## src/rtl/rib_bus.sv

```systemverilog
// RIB interconnect: fixed-priority arbitration of two masters onto four decoded
// slaves, with a per-access wait timeout and the core's rib_hold_flag stall.
module rib_bus #(
  parameter int unsigned TIMEOUT = 16,
  parameter int unsigned ADDR_W  = 32
) (
  input  logic              clk,
  input  logic              rst,
  input  logic              m0_req,
  input  logic              m0_we,
  input  logic [3:0]        m0_sel,
  input  logic [ADDR_W-1:0] m0_addr,
  input  logic [ADDR_W-1:0] m0_wdata,
  output logic [ADDR_W-1:0] m0_rdata,
  output logic              m0_ack,
  input  logic              m1_req,
  input  logic              m1_we,
  input  logic [3:0]        m1_sel,
  input  logic [ADDR_W-1:0] m1_addr,
  input  logic [ADDR_W-1:0] m1_wdata,
  output logic [ADDR_W-1:0] m1_rdata,
  output logic              m1_ack,
  output logic              rib_hold_flag,
  output logic              bus_err,
  output logic [3:0]        s_req,
  output logic              s_we,
  output logic [3:0]        s_sel,
  output logic [ADDR_W-1:0] s_addr,
  output logic [ADDR_W-1:0] s_wdata,
  input  logic [ADDR_W-1:0] s_rdata0,
  input  logic [ADDR_W-1:0] s_rdata1,
  input  logic [ADDR_W-1:0] s_rdata2,
  input  logic [ADDR_W-1:0] s_rdata3,
  input  logic [3:0]        s_ack
);

  localparam int unsigned NSLV  = 4;
  localparam int unsigned SEL_W = 4;
  localparam int unsigned RGN_W = 4;
  localparam int unsigned CNT_W = 8;

  typedef enum logic [1:0] {S_IDLE, S_WAIT, S_DONE} state_t;

  state_t              r_state, w_state;
  logic                r_owner, w_owner;
  logic [NSLV-1:0]     r_req, w_req;
  logic                r_we, w_we;
  logic [SEL_W-1:0]    r_sel, w_sel;
  logic [ADDR_W-1:0]   r_addr, w_addr;
  logic [ADDR_W-1:0]   r_wdata, w_wdata;
  logic [CNT_W-1:0]    r_cnt, w_cnt;
  logic [ADDR_W-1:0]   r_rdata0, w_rdata0;
  logic [ADDR_W-1:0]   r_rdata1, w_rdata1;
  logic                r_ack0, w_ack0;
  logic                r_ack1, w_ack1;
  logic                r_err, w_err;

  logic [RGN_W-1:0]    w_rgn;
  logic [ADDR_W-1:0]   w_srdata;
  logic                w_fin;
  logic                w_fin_err;
  logic                w_fin_load;
  logic [ADDR_W-1:0]   w_fin_data;

  // Read data of the slave currently being accessed
  always_comb begin
    w_srdata = '0;
    case (r_req)
      4'b0001: w_srdata = s_rdata0;
      4'b0010: w_srdata = s_rdata1;
      4'b0100: w_srdata = s_rdata2;
      4'b1000: w_srdata = s_rdata3;
      default: w_srdata = '0;
    endcase
  end

  // Next-state and next-output logic
  always_comb begin
    w_state    = r_state;
    w_owner    = r_owner;
    w_req      = r_req;
    w_we       = r_we;
    w_sel      = r_sel;
    w_addr     = r_addr;
    w_wdata    = r_wdata;
    w_cnt      = r_cnt;
    w_rdata0   = r_rdata0;
    w_rdata1   = r_rdata1;
    w_ack0     = 1'b0;
    w_ack1     = 1'b0;
    w_err      = 1'b0;
    w_fin      = 1'b0;
    w_fin_err  = 1'b0;
    w_fin_load = 1'b0;
    w_fin_data = '0;
    w_rgn      = m0_req ? m0_addr[ADDR_W-1 -: RGN_W] : m1_addr[ADDR_W-1 -: RGN_W];

    case (r_state)
      S_IDLE: begin
        if (m0_req || m1_req) begin
          w_owner = ~m0_req;
          w_we    = m0_req ? m0_we    : m1_we;
          w_sel   = m0_req ? m0_sel   : m1_sel;
          w_addr  = m0_req ? m0_addr  : m1_addr;
          w_wdata = m0_req ? m0_wdata : m1_wdata;
          w_cnt   = '0;
          if (w_rgn < RGN_W'(NSLV)) begin
            w_req   = NSLV'(1) << w_rgn;
            w_state = S_WAIT;
          end else begin
            w_fin      = 1'b1;
            w_fin_err  = 1'b1;
            w_fin_load = 1'b1;
          end
        end
      end
      S_WAIT: begin
        w_cnt = r_cnt + CNT_W'(1);
        if (|(s_ack & r_req)) begin
          w_fin      = 1'b1;
          w_fin_load = ~r_we;
          w_fin_data = w_srdata;
        end else if (r_cnt == CNT_W'(TIMEOUT - 1)) begin
          w_fin      = 1'b1;
          w_fin_err  = 1'b1;
          w_fin_load = 1'b1;
        end
      end
      S_DONE:  w_state = S_IDLE;
      default: w_state = S_IDLE;
    endcase

    // Completion: release the slave, pulse the owner's ack, update its read data
    if (w_fin) begin
      w_state = S_DONE;
      w_req   = '0;
      w_err   = w_fin_err;
      w_ack0  = ~w_owner;
      w_ack1  = w_owner;
      if (w_fin_load) begin
        if (w_owner) w_rdata1 = w_fin_data;
        else         w_rdata0 = w_fin_data;
      end
    end
  end

  always_ff @(posedge clk or negedge rst) begin
    if (!rst) begin
      r_state  <= S_IDLE;
      r_owner  <= 1'b0;
      r_req    <= '0;
      r_we     <= 1'b0;
      r_sel    <= '0;
      r_addr   <= '0;
      r_wdata  <= '0;
      r_cnt    <= '0;
      r_rdata0 <= '0;
      r_rdata1 <= '0;
      r_ack0   <= 1'b0;
      r_ack1   <= 1'b0;
      r_err    <= 1'b0;
    end else begin
      r_state  <= w_state;
      r_owner  <= w_owner;
      r_req    <= w_req;
      r_we     <= w_we;
      r_sel    <= w_sel;
      r_addr   <= w_addr;
      r_wdata  <= w_wdata;
      r_cnt    <= w_cnt;
      r_rdata0 <= w_rdata0;
      r_rdata1 <= w_rdata1;
      r_ack0   <= w_ack0;
      r_ack1   <= w_ack1;
      r_err    <= w_err;
    end
  end

  assign s_req    = r_req;
  assign s_we     = r_we;
  assign s_sel    = r_sel;
  assign s_addr   = r_addr;
  assign s_wdata  = r_wdata;
  assign m0_rdata = r_rdata0;
  assign m1_rdata = r_rdata1;
  assign m0_ack   = r_ack0;
  assign m1_ack   = r_ack1;
  assign bus_err  = r_err;

  // Stall drops in the core's ack cycle so it advances with valid read data
  assign rib_hold_flag = m1_req & ~r_ack1;

endmodule

```

## config.mk

```make
export PLATFORM = sky130hd
export DESIGN_NAME = rib_bus
export DESIGN_NICKNAME = d
export VERILOG_FILES = /design/src/rtl/rib_bus.sv
export SDC_FILE = /design/constraint.sdc
export NUM_CORES = 1
export LEC_CHECK = 0
export ABC_AREA = 1
export CELL_PAD_IN_SITES_DETAIL_PLACEMENT = 0
export CELL_PAD_IN_SITES_GLOBAL_PLACEMENT = 1
export CORE_MARGIN = 2
export CORE_UTILIZATION = 29
export DETAILED_ROUTE_END_ITERATION = 8
export PLACE_DENSITY = 0.85
export SLEW_MARGIN = 0
export SYNTH_ARGS = -nofsm -noshare
export SYNTH_HDL_FRONTEND = slang
export SYNTH_SLANG_ARGS = --single-unit
```

## constraint.sdc

```tcl
create_clock -name clk -period 4.2 [get_ports clk]
set_input_delay 0.63 -clock clk [delete_from_list [all_inputs] [get_ports clk]]
set_output_delay 0.63 -clock clk [all_outputs]
set_load 0.02 [all_outputs]
```

== Word-level counts from Yosys, hierarchy flattened ==
Cells that the tools add are included.

* Output and inout bits: 141
* Flip-flop bits (word level): 151
* Logic and storage cells: 77

* Reductions and logical operators: 13
* Equal/unequal tests: 10
* Add/subtract/negate cells: 1
* Multiplexer cells: 32
* Order comparisons: 1
* Shifts and indexed selects: 1
* Bitwise operators: 6

{| class="wikitable"
|+ Operator list
! operator !! count
|-
| $mux W32 || 4
|-
| $pmux W32 S4 || 1
|-
| $mux W4 || 6
|-
| $pmux W8 S2 || 1
|-
| $mux W1 || 12
|-
| $reduce_and A3 Y1 || 4
|-
| $add A8 B1 Y8 const B || 1
|-
| $eq A8 B4 Y1 const B || 1
|-
| $mux W8 || 1
|-
| $reduce_bool A2 Y1 || 4
|-
| $mux W2 || 3
|-
| $ne A3 B3 Y1 const B || 2
|-
| $pmux W1 S2 || 3
|-
| $and A4 B4 Y4 || 1
|-
| $eq A4 B1 Y1 const B || 1
|-
| $eq A4 B2 Y1 const B || 1
|-
| $eq A4 B3 Y1 const B || 1
|-
| $eq A4 B4 Y1 const B || 1
|-
| $lt A4 B3 Y1 const B || 1
|-
| $ne A2 B2 Y1 const B || 2
|-
| $not A1 Y1 || 4
|-
| $pmux W2 S2 || 1
|-
| $reduce_and A2 Y1 || 2
|-
| $reduce_or A4 Y1 || 1
|-
| other kinds (5) || 5
|}

== Depth between registers and ports, before layout ==
* Word-level depth: 7
* Depth in mapped cells: 11
* Depth with buffers taken out: 10

== Least setup slack after synthesis ==
No wires, ideal clock.

* Kind: input-to-reg
* Start: input port m0_req
* End: register r_rdata1[10] (netlist: m1_rdata[10])
* Slack: 2.336 ns
* Setup time: 0.118 ns
* Stages: 9
* Arrival: 1.746 ns
* Buffers on the path: 2
* Path through: buf_4 inv_2 nand2_1 nand2_1 o21ai_4 nand3_2 clkbuf_1 nand3_1 nand2_1

* Longest elaborated chain between the ends: 6

{| class="wikitable"
|+ Ends and longest elaborated chain
! what !! line !! source
|-
| start, declared || 9 || <nowiki>input logic m0_req,</nowiki>
|-
| $mux W4 || 96 || <nowiki>w_rgn = m0_req ? m0_addr[ADDR_W-1 -: RGN_W] : m1_addr[ADDR_W-1 -: RGN_W];</nowiki>
|-
| $lt A4 B3 Y1 || 107 || <nowiki>if (w_rgn < RGN_W'(NSLV)) begin</nowiki>
|-
| $mux W1 || 107 ||
|-
| $mux W1 || 100 || <nowiki>if (m0_req || m1_req) begin</nowiki>
|-
| $pmux W1 S2 || 98 || <nowiki>case (r_state)</nowiki>
|-
| $reduce_and A3 Y1 (no source line) (*) || - ||
|-
| end signal, assigned || 172 || <nowiki>r_rdata1 <= w_rdata1;</nowiki>
|-
| end, declared || 53 || <nowiki>logic [ADDR_W-1:0] r_rdata1, w_rdata1;</nowiki>
|}

Every way passes the cells marked *; elsewhere a longest branch is shown, timed or not.
A chain may end at the register's enable or synchronous reset.

== Final worst setup path ==
* Start: input port m1_req
* End: output port rib_hold_flag

* Longest elaborated chain between the ends: 1

{| class="wikitable"
|+ Ends and longest elaborated chain
! what !! line !! source
|-
| start, declared || 16 || <nowiki>input logic m1_req,</nowiki>
|-
| $and A1 B1 Y1 || 191 || <nowiki>assign rib_hold_flag = m1_req & ~r_ack1;</nowiki>
|-
| end, declared || 23 || <nowiki>output logic rib_hold_flag,</nowiki>
|}

No other way between the ends.

==> out/qor.csv <==
stage,metric,value,unit
status,outcome,"complete, no violations",
route,wl,30600,um
yosys,ys_ff_latch,151,
finish,final_cell_mix,"nand2_1 (504), clkdlybuf4s50_1 (412), nor2_1 (151), dfrtp_1 (151), nand3_1 (74)",
power_and_ir_drop,p_comb_share,42.9,%
yosys,ys_warn_count,0,
worst_setup_path,cp_max_fo,2,
route,viasPerCell,4.66,
finish,layoutNonFillerInstCount,1800,
die,die_w,166,um
place,dpl.hpwl,22900,um
global_route,track_usage,22.0,%
worst_setup_path,arrival,1.97,ns
global_route,grt.met1_usage,26.8,%
clock_tree,cts_root_buffer,clkbuf_16,
worst_setup_path,worst_setup_path_end_kind,primary output,
global_route,use_met2,37.2,%
clock_tree,cts_tree,built,
route,drc_errors,0,
finish,area_growth,66.0,%
global_route,grt_pass1_wl,47500,um
power_and_ir_drop,pwr_density_cell,505,nW/um2
worst_setup_path,crit_path_start_kind,input port,
clock_tree,post_cts_buffers,0,
sta,holdWs,0.207,ns
yosys,syn-cell-area,7630,um2
finish,post-route-util,48.8,%
route,firstDrtPassIters,4,
global_route,grt_pass1_vias,8217,
global_route,grtUsageMet3,6.55,%
place,port_buffers,414,
sta,worst_slew_margin_rel,30.7,%
clock_tree,cts_hold_buf,0,
worst_setup_path,r2r_setup_slack,1.67,ns
sta,hold_viol,0,
sta,rsz0062_at_grt,false,
die,core_region_area,25900,um2
clock_tree,clock-sinks,151,
power_and_ir_drop,ir_drop,349,uV
clock_tree,ctsResizeCount,0,
sta,maxClockFrequency,385,MHz
route,ant_nets,0,
die,die_h,166,um
worst_setup_path,r2r-end,m0_rdata[27],
global_route,grt_start_max_net_pins,80,
die,dieArea,27600,um2
job,drv_cap,0,
sta,finalMaxSlewViolations,0,
worst_setup_path,crit_required,3.57,ns
worst_setup_path,criticalPathCategory,input port to primary output,
power_and_ir_drop,netSwitchingFraction,38.8,%
yosys,synth_area_per_cell,7.13,um2
clock_tree,cts_buffer_depth,2,
yosys,yosysUniqueCellTypes,23,
power_and_ir_drop,clkPwrFrac,24.9,%
worst_setup_path,crit-reg2reg-launch,s_req[3],
finish,mostFrequentLayoutCell,nand2_1,
power_and_ir_drop,internal_power,3910,uW
sta,fin_crit,2.60,ns
sta,finalSetupViolations,0,
yosys,netlist_instances,1069,
place,globalplace.congestion,0.868,
sta,skew,0.0137,ns
power_and_ir_drop,power_frac_seq,32.2,%
clock_tree,h-tree-depth,4,
global_route,antenna_found_initial,2,
clock_tree,clk_latency,0.42,ns
global_route,top_usage_layer,met2,
yosys,syn_nets,1344,
yosys,yosysSeqAreaShare,49.5,%
die,start_util,29.4,%
worst_setup_path,r2r_cells,10,
clock_tree,cts_buffers,17,
sta,setup_tns,0,ns
power_and_ir_drop,switching_power,2480,uW
die,ios,415,
power_and_ir_drop,power.leakage,0.00577,uW
clock_tree,clk_pin_slew_worst_paths,0.07,ns
die,rows,59,
route,wire_per_inst,17.0,um
finish,nNetsFinal,1727,
worst_setup_path,worstSetupStartpoint,m1_req,
sta,tightest_slew,1.04,ns
sta,fin_crit_sh,61.9,%
global_route,grt_overflow,0,
route,drt_iter0_drc,407,
route,vias,8388,
finish,n_fill_cell,2607,
place,placedCellCount,1768,
finish,drive_above_1_share,4.23,%
min_path,worst_hold_path_type,input port to asynchronous set/reset pin,
worst max-delay path by stage:
stage                         end
global placement     m0_rdata[20]
finish              rib_hold_flag
floorplan            m1_rdata[10]
detailed placement   m0_rdata[25]
global route         m1_rdata[26]
CTS                 rib_hold_flag
logic make-up (layout without fill, tap and decap cells):
family	count (synthesis)	in the layout	share of synthesized area [%]
compound gates	88	88	7.19
fa+ha+maj	1	1	0.164
buf+inv	86	481	4.89
flops	151	151	49.5
other cells	0	1	0
simple gates	743	743	38.2
per-layer routing:
metal	wire length (um)	vias to the layer above
met5	13	-
met1	12500	3842
met4	800	2
li1	-	4172
met2	14900	339
met3	2330	33
cell usage after synthesis:
cell	n	share of area, %
nand2_1	504	25
nor2_1	155	7.6
dfrtp_1	151	50
nand3_1	74	4.9
a31oi_1	65	5.3
clkbuf_1	32	1.6
buf_2	28	1.8
inv_1	20	0.98
o21ai_0	11	0.72
a21oi_1	6	0.39
nand4_1	5	0.41
buf_4	4	0.39
inv_2	2	0.098
nand2_2	2	0.16
nand3_2	2	0.26
a21oi_2	1	0.11
ha_1	1	0.16
nor2_2	1	0.082
o21ai_1	1	0.066
o21ai_4	1	0.21
o22ai_1	1	0.082
o22ai_2	1	0.16
o31ai_1	1	0.098
stage by stage:
step	worst slack, ns	total power (uW)	area, um2
final	1.60	6390	12700
after global routing	1.38	6740	12700
after CTS	1.59	6480	12700
after detailed placement	1.15	4870	12100
after global placement	1.23	4840	12100
after floorplan	2.34	3440	7630
flip-flops by register name, indices dropped and copies added, names as in the netlist, 2 cells and up:
name,count
m1_rdata,32
r_cnt,8
s_sel,4
s_addr,32
r_state,2
m0_rdata,32
s_wdata,32
s_req,4
power by group through the flow:
stage               logic, uW  registers (uW)  clock network, uW
floorplan                 964            2480                  0
global placement         2750            2080                  0
detailed placement       2780            2090                  0
CTS                      2790            2060               1630
global route             2940            2110               1700
finish                   2740            2060               1590
area by class of cell:
class                   instances  area, um2  area share, %
diodes                          1       2.50         0.0198
flip-flops and latches        151       3780           29.9
repair buffers                428       4260           33.6
multi-input cells             832       3520           27.8
inverters                      22       82.6          0.652
clock buffers                  17        425           3.36
well taps                     335        419           3.31
clock inverters                14        174           1.37
critical path, cell delays in order:
cell and delay [ns]:
clkdlybuf4s50_1 0.50, inv_1 0.11, nor2_1 0.11, clkdlybuf4s50_1 0.61
(Power assumes the default switching activity.)
